==> config.mk <==
export PLATFORM = sky130hd
export DESIGN_NAME = digit_serial_adder
export DESIGN_NICKNAME = d
export VERILOG_FILES = /design/src/rtl/digit_serial_adder.sv
export SDC_FILE = /design/constraint.sdc
export NUM_CORES = 1
export LEC_CHECK = 0
export CELL_PAD_IN_SITES_DETAIL_PLACEMENT = 1
export CELL_PAD_IN_SITES_GLOBAL_PLACEMENT = 2
export CORE_AREA = 10 10 101 103
export DETAILED_ROUTE_END_ITERATION = 6
export DIE_AREA = 0 0 111 113
export PLACE_DENSITY = 0.92
export SYNTH_ARGS = -nofsm -noshare
export SYNTH_HDL_FRONTEND = slang
export SYNTH_SLANG_ARGS = --single-unit
==> constraint.sdc <==
create_clock -name clk -period 2.9 [get_ports clk]
set_input_delay 0.58 -clock clk [delete_from_list [all_inputs] [get_ports clk]]
set_output_delay 0.58 -clock clk [all_outputs]
set_load 0.05 [all_outputs]
==> src/rtl/digit_serial_adder.sv <==
// ----------------------------------------------------------------------------
// digit_serial_adder
//
// Adds or subtracts two WIDTH-bit operands DIGIT bits per clock, LSB digit
// first. A chain of DIGIT full-adder cells handles one digit per cycle, and a
// single registered carry links consecutive digits. A result takes
// N = WIDTH/DIGIT compute cycles.
//
// Ports:
//   clk        clock; all state changes on the rising edge
//   rst_n      asynchronous active-low reset
//   in_valid   operand set present
//   in_ready   block can accept operands (IDLE only)
//   a, b       operands
//   cin        carry-in for add, borrow-in for subtract
//   sub        0: a+b+cin, 1: a-b-cin
//   out_valid  result available (DONE)
//   out_ready  consumer accepts result
//   sum        result modulo 2^WIDTH
//   cout       carry out of the MSB (for subtract, 1 means no borrow)
//   ovf        two's-complement signed overflow
//   busy       high while in RUN or DONE
// ----------------------------------------------------------------------------
module digit_serial_adder #(
   parameter int WIDTH = 16,
   parameter int DIGIT = 1
) (
   input  logic             clk,
   input  logic             rst_n,
   input  logic             in_valid,
   output logic             in_ready,
   input  logic [WIDTH-1:0] a,
   input  logic [WIDTH-1:0] b,
   input  logic             cin,
   input  logic             sub,
   output logic             out_valid,
   input  logic             out_ready,
   output logic [WIDTH-1:0] sum,
   output logic             cout,
   output logic             ovf,
   output logic             busy
);

   localparam int N  = WIDTH / DIGIT;
   localparam int CW = (N > 1) ? $clog2(N) : 1;
   localparam logic [CW-1:0] LAST_CNT = CW'(N - 1);

   // Reject parameter sets that cannot be split into whole digits.
   generate
      if (WIDTH < 1 || DIGIT < 1) begin : g_bad_size
         $error("digit_serial_adder: WIDTH and DIGIT must be at least 1");
      end else if ((WIDTH % DIGIT) != 0) begin : g_bad_split
         $error("digit_serial_adder: WIDTH must be a multiple of DIGIT");
      end
   endgenerate

   typedef enum logic [1:0] {
      S_IDLE = 2'd0,
      S_RUN  = 2'd1,
      S_DONE = 2'd2
   } state_t;

   state_t             r_state;
   state_t             w_state_nxt;

   logic [WIDTH-1:0]   r_a;
   logic [WIDTH-1:0]   r_b;
   logic [WIDTH-1:0]   r_sum;
   logic               r_carry;
   logic [CW-1:0]      r_cnt;
   logic               r_cout;
   logic               r_ovf;

   logic [DIGIT-1:0]       w_dsum;
   logic                   w_dcout;
   logic                   w_cin_msb;
   logic [WIDTH+DIGIT-1:0] w_sum_cat;
   logic [WIDTH-1:0]       w_sum_shift;
   logic                   w_last;
   logic                   w_accept;
   logic                   w_handshake;

   // One full-adder cell: returns {carry_out, sum_bit}.
   function automatic logic [1:0] fa(input logic x, input logic y, input logic c);
      fa = {(x & y) | (x & c) | (y & c), x ^ y ^ c};
   endfunction

   assign w_last      = (r_cnt == LAST_CNT);
   assign w_accept    = in_valid && (r_state == S_IDLE);
   assign w_handshake = out_ready && (r_state == S_DONE);

   // New digit bits enter at the top, so after N digits the register is LSB-aligned.
   assign w_sum_cat   = {w_dsum, r_sum};
   assign w_sum_shift = w_sum_cat[WIDTH+DIGIT-1:DIGIT];

   // Ripple the registered carry through DIGIT full-adder cells on the low operand bits.
   always_comb begin
      logic v_c;
      v_c       = r_carry;
      w_dsum    = '0;
      w_cin_msb = 1'b0;
      for (int i = 0; i < DIGIT; i++) begin
         // The value left after the last iteration is the carry into the digit MSB.
         w_cin_msb = v_c;
         {v_c, w_dsum[i]} = fa(r_a[i], r_b[i], v_c);
      end
      w_dcout = v_c;
   end

   // FSM state register.
   always_ff @(posedge clk or negedge rst_n) begin
      if (!rst_n) begin
         r_state <= S_IDLE;
      end else begin
         r_state <= w_state_nxt;
      end
   end

   // FSM next-state logic.
   always_comb begin
      w_state_nxt = r_state;
      case (r_state)
         S_IDLE: begin
            if (w_accept) begin
               w_state_nxt = S_RUN;
            end else begin
               w_state_nxt = S_IDLE;
            end
         end
         S_RUN: begin
            if (w_last) begin
               w_state_nxt = S_DONE;
            end else begin
               w_state_nxt = S_RUN;
            end
         end
         S_DONE: begin
            if (w_handshake) begin
               w_state_nxt = S_IDLE;
            end else begin
               w_state_nxt = S_DONE;
            end
         end
         default: begin
            w_state_nxt = S_IDLE;
         end
      endcase
   end

   // FSM outputs, decoded only from the state register.
   always_comb begin
      in_ready  = 1'b0;
      out_valid = 1'b0;
      busy      = 1'b0;
      case (r_state)
         S_IDLE: begin
            in_ready = 1'b1;
         end
         S_RUN: begin
            busy = 1'b1;
         end
         S_DONE: begin
            out_valid = 1'b1;
            busy      = 1'b1;
         end
         default: begin
            in_ready = 1'b1;
         end
      endcase
   end

   // Operand capture, digit-serial compute, and result holding.
   always_ff @(posedge clk or negedge rst_n) begin
      if (!rst_n) begin
         r_a     <= '0;
         r_b     <= '0;
         r_sum   <= '0;
         r_carry <= 1'b0;
         r_cnt   <= '0;
         r_cout  <= 1'b0;
         r_ovf   <= 1'b0;
      end else begin
         case (r_state)
            S_IDLE: begin
               if (w_accept) begin
                  // Subtraction becomes a + ~b + ~borrow.
                  r_a     <= a;
                  r_b     <= sub ? ~b : b;
                  r_carry <= cin ^ sub;
                  r_cnt   <= '0;
               end
            end
            S_RUN: begin
               r_a     <= r_a >> DIGIT;
               r_b     <= r_b >> DIGIT;
               r_sum   <= w_sum_shift;
               r_carry <= w_dcout;
               if (w_last) begin
                  r_cnt  <= r_cnt;
                  r_cout <= w_dcout;
                  r_ovf  <= w_cin_msb ^ w_dcout;
               end else begin
                  r_cnt  <= r_cnt + CW'(1);
               end
            end
            S_DONE: begin
               r_sum <= r_sum;
            end
            default: begin
               r_cnt <= '0;
            end
         endcase
      end
   end

   assign sum  = r_sum;
   assign cout = r_cout;
   assign ovf  = r_ovf;

endmodule
# Yosys cells after proc, flatten, opt, wreduce, memory -nomap -nowiden
# Cells that the tools add are included.
# totals
reg_bits	57
latchBits	0
mem_bits_rw	0
rom_bits	0
output_inout_bits	21
word_cells	50
mem_count	0
# op_classes
addsub	1
multipliers	0
div	0
order_cmp	0
eq_ne	5
shift	0
mux	17
bitwise	11
n_reduce_logical	8
# ops
cell	n
case mux 16 bit (2 select lines)	2
2-to-1 mux 16 bit	3
inverter 16 bit	1
case mux 4 bit (3 select lines)	1
2-to-1 mux 4 bit	2
case mux 2 bit (3 select lines)	1
2-to-1 mux 1 bit	5
adder 4 x 1 -> 4 bit, second input constant	1
equality test 4 bit, second input constant	1
2-to-1 mux 2 bit	2
inequality test 2 bit, second input constant	2
AND reduction 2 bit	2
bitwise XOR 1 bit	4
bitwise AND 1 bit	3
AND reduction 3 bit	1
equality test 2 x 1 -> 1 bit, second input constant	1
equality test 2 bit, second input constant	1
logical AND 1 bit	2
zero test 2 bit	1
bitwise OR 1 bit	2
case mux 1 bit (2 select lines)	1
nonzero test 2 bit	1
OR reduction 2 bit	1
inverter 1 bit	1

# Logic depth before layout (Yosys ltp)
# Gate-level depths: netlist of run 1.
# logic_depth
word_depth	4
mapped_depth	8
mapped_depth_nobuf	5

# Least setup slack after synthesis of run 1
# No wires, ideal clock.
# synth_timing
path_kind	reg2out
start	register r_state[0]
end	output port in_ready
arrival_ps	1306
required_ps	2320
slack_ps	1014
path_stages_with_launch	4
n_path_buf	0
path_cell_list	dfrtp_1 inv_1 ha_1 inv_1
# synth_between
elab_chain_cells	3
word_cells_on_any_way	4
# synth_lines
element	line_no	text
start: declaration	63	state_t r_state;
start signal: assignment	115	r_state <= w_state_nxt;
equality test 2 bit / equality test 2 x 1 -> 1 bit (equally long branches)	155	case (r_state)
OR reduction 2 bit (no source line) *	-	
2-to-1 mux 1 bit *	155	
end: declaration	31	output logic in_ready,
# Mark *: on every way between the ends. The rest lies on a longest branch, timed or not.

# Final worst setup path of run 1
# layout_timing
start	register r_state[0]
end	output port out_valid
# layout_between
elab_chain_cells	2
# layout_lines
element	line_no	text
equality test 2 bit	155	
2-to-1 mux 1 bit	155	
end: declaration	36	output logic out_valid,
# No other way between the ends.

==> results of run 1 <==
[through the flow]
step / utilization (%) / worst slack (ps) / hold WS (ps) / power (uW)
after floorplan: - / 1010 / 284 / 2980
after global placement: 43.6 / 729 / 462 / 3450
after detailed placement: 43.6 / 681 / 469 / 3520
after CTS: 45.6 / 305 / 221 / 4160
after global routing: 45.6 / 237 / 235 / 4410
final: 45.6 / 348 / 219 / 4100
[flip-flops by register name, indices dropped and copies added, names as in the netlist]
signal	cells
r_cnt	4
ovf	1
r_carry	1
cout	1
r_state	2
sum	16
r_a	16
r_b	16
[worst paths after layout]
check / endpoint / depth (start not counted)
max: out_valid / 3
max reg2reg: r_b[9] / 5
min in group clk: r_a[12] / 2
max in group asynchronous: sum[8] / 2
min reg2reg: r_a[12] / 2
min: r_a[6] / 1
[cell families after synthesis]
logic type                 synth area share [%]
AOI/OAI and AO/OA                          9.96
xor gates and xnor gates                   5.45
and+or+nand+nor                            8.31
DFF                                        49.4
muxes                                      19.6
buffers and inverters                      4.50
adders and majority gates                  2.86
[power by group]
part / internal (uW) / switching [uW]
clock network: 322 / 301
logic: 939 / 1130
registers: 1160 / 244
[area by class of cell]
| type | count | area (um^2) | area share, % |
|---|---|---|---|
| Sequential cell | 57 | 1430 | 38.5 |
| Multi-Input combinational cell | 169 | 1350 | 36.3 |
| Timing Repair Buffer | 65 | 628 | 16.9 |
| Clock buffer | 11 | 141 | 3.81 |
| Tap cell | 105 | 131 | 3.54 |
| Clock inverter | 4 | 20.0 | 0.540 |
| Inverter | 4 | 15.0 | 0.405 |
[per-layer routing]
layer  vias up  GRT usage [%]  part of all wire (%)
met5         -              0                     0
met1       945           12.2                    46
li1        965              -                     -
met3         8           3.80                   6.2
met2        47           16.3                    47
met4         0           3.91                   1.1
[cells in the mapped netlist (2+ instances only)]
cell type   n
mux2_4      8
nand2_2     6
ha_1        5
o21ai_2    10
nand2b_1    2
nor2b_1     3
inv_1       4
nand2_1    31
nand3_1     3
mux2i_1    15
buf_2       4
xnor2_1    18
o21ai_0    26
clkbuf_1    3
buf_6       5
o21ai_1     2
mux2_2     25
a2bb2oi_1   2
dfrtp_1    57
[worst reg2reg max path, delay by kind of cell (launching register included)]
kind | cells | cell delay [ps]
DFF | 1 | 400
adders and majority gates | 1 | 320
buffers and inverters | 2 | 410
muxes | 2 | 680
==> results_dict.tcl, run 1 <==
set metrics [dict create \
    clkSlewWorstSetupHoldPaths_ps 60 \
    power.density_nw_per_um2 1110 \
    grt-ovfl-total 0 \
    vias_per_cell 4.73 \
    io_buffers 58 \
    cts_buffers 9 \
    dr.pass1.iters 4 \
    crit_buf_inv 2 \
    num_vias 1965 \
    crit_family "buffers and inverters" \
    critPathMaxFanout 8 \
    num_rows 33 \
    rsz0062_at_grt "false" \
    synth.largest_area_cell "dfrtp_1" \
    fin_worst_skew_ps 5.70 \
    track_usage_pct 10.2 \
    max_stage_delay_ps 860 \
    syn_inst 245 \
    rrSetupSlack_ps 980 \
    drt-initial-drc-count 39 \
    worstSetupPathType "reg -> out" \
    die_w_um 111 \
    synth.net_count 289 \
    hpwl_mm 4.57 \
    postSynth.asyncResetShare_pct 100 \
    ys_seq_area_share_pct 49.4 \
    crit_required_ps 2320 \
    maxSlewViolCount 0 \
    ios 59 \
    ys_types 35 \
    cp-start-kind "flip-flop" \
    core_area_um2 8130 \
    cts_hold_buf 0 \
    clockRootBuffer "clkbuf_8" \
    finalHoldViolations 0 \
    wl_per_cell_um 14.9 \
    grt_max_degree 43 \
    post_cts.repair.setup_buffers 0 \
    fin_area_um2 3710 \
    drive_gt1_share_pct 24.2 \
    critical_path.startpoint "r_state[0]" \
    setup_viol 0 \
    post_cts_resized 0 \
    antenna_found_initial 0 \
    cts_tree "yes" \
    place.gp.congestion 0.739 \
    cap_violations 0 \
    worstPathCellList "inv_1 > ha_1 > clkdlybuf4s50_1" \
    max_slew_margin_pct 65.6 \
    cp_data_arrival_time_ps 1970 \
    setup_tns_ps 0 \
    r2r-start "r_state[1]" \
    synth_ff_type "dfrtp_1" \
    crit_path_top_delay_cell "clkdlybuf4s50_1" \
    fmax_mhz 392 \
    die_height_um 113 \
    synth_edf_count 0 \
    drc_errors 0 \
    die-area_um2 12500 \
    htree_levels 3 \
    grt_pass1_wl_mm 10.7 \
    synth_top_area_share_pct 49.4 \
    antenna_cells 0 \
    nFillCells 891 \
    status "completed" \
    fin_crit_ps 2550 \
    layout_common_cells "dfrtp_1, clkdlybuf4s50_1, nand2_1, o21ai_0, mux2_2" \
    synth_area_leaders "dfrtp_1, mux2_2, xnor2_1" \
    dpl-instance-area_um2 3550 \
    dpl.cell_count 400 \
    ys_ff_latch 57 \
    max_slew.worst_pin.slew_ps 517 \
    synth_warnings 0 \
    irDropWorstVdd_v 0.000367 \
    first_global_vias 2164 \
    netlist_area_um2 2890 \
    layout.nets 350 \
    crit_path_end_kind "output pin" \
    hold_path_class "in -> async" \
    postRouteAntennaNets 0 \
    clk_latency_ps 330 \
    synth.avg_cell_area_um2 11.8 \
    clockBufferDepth 2 \
    p_leak_uw 0.00164 \
    routed_wl_mm 6.19 \
    initial_core_util_pct 35.5 \
    fin_cells 415 \
    cts.sinks 57 \
    min_period_over_period_pct 88.0 \
    area_growth_pct 28.3 \
]
(Power assumes the default switching activity.)
==> run 2: changes to the inputs <==
HOLD_SLACK_MARGIN = 0.06   (was unset)
==> results of run 2 <==
The final DEF is identical to that of run 1; final timing and power are the same.
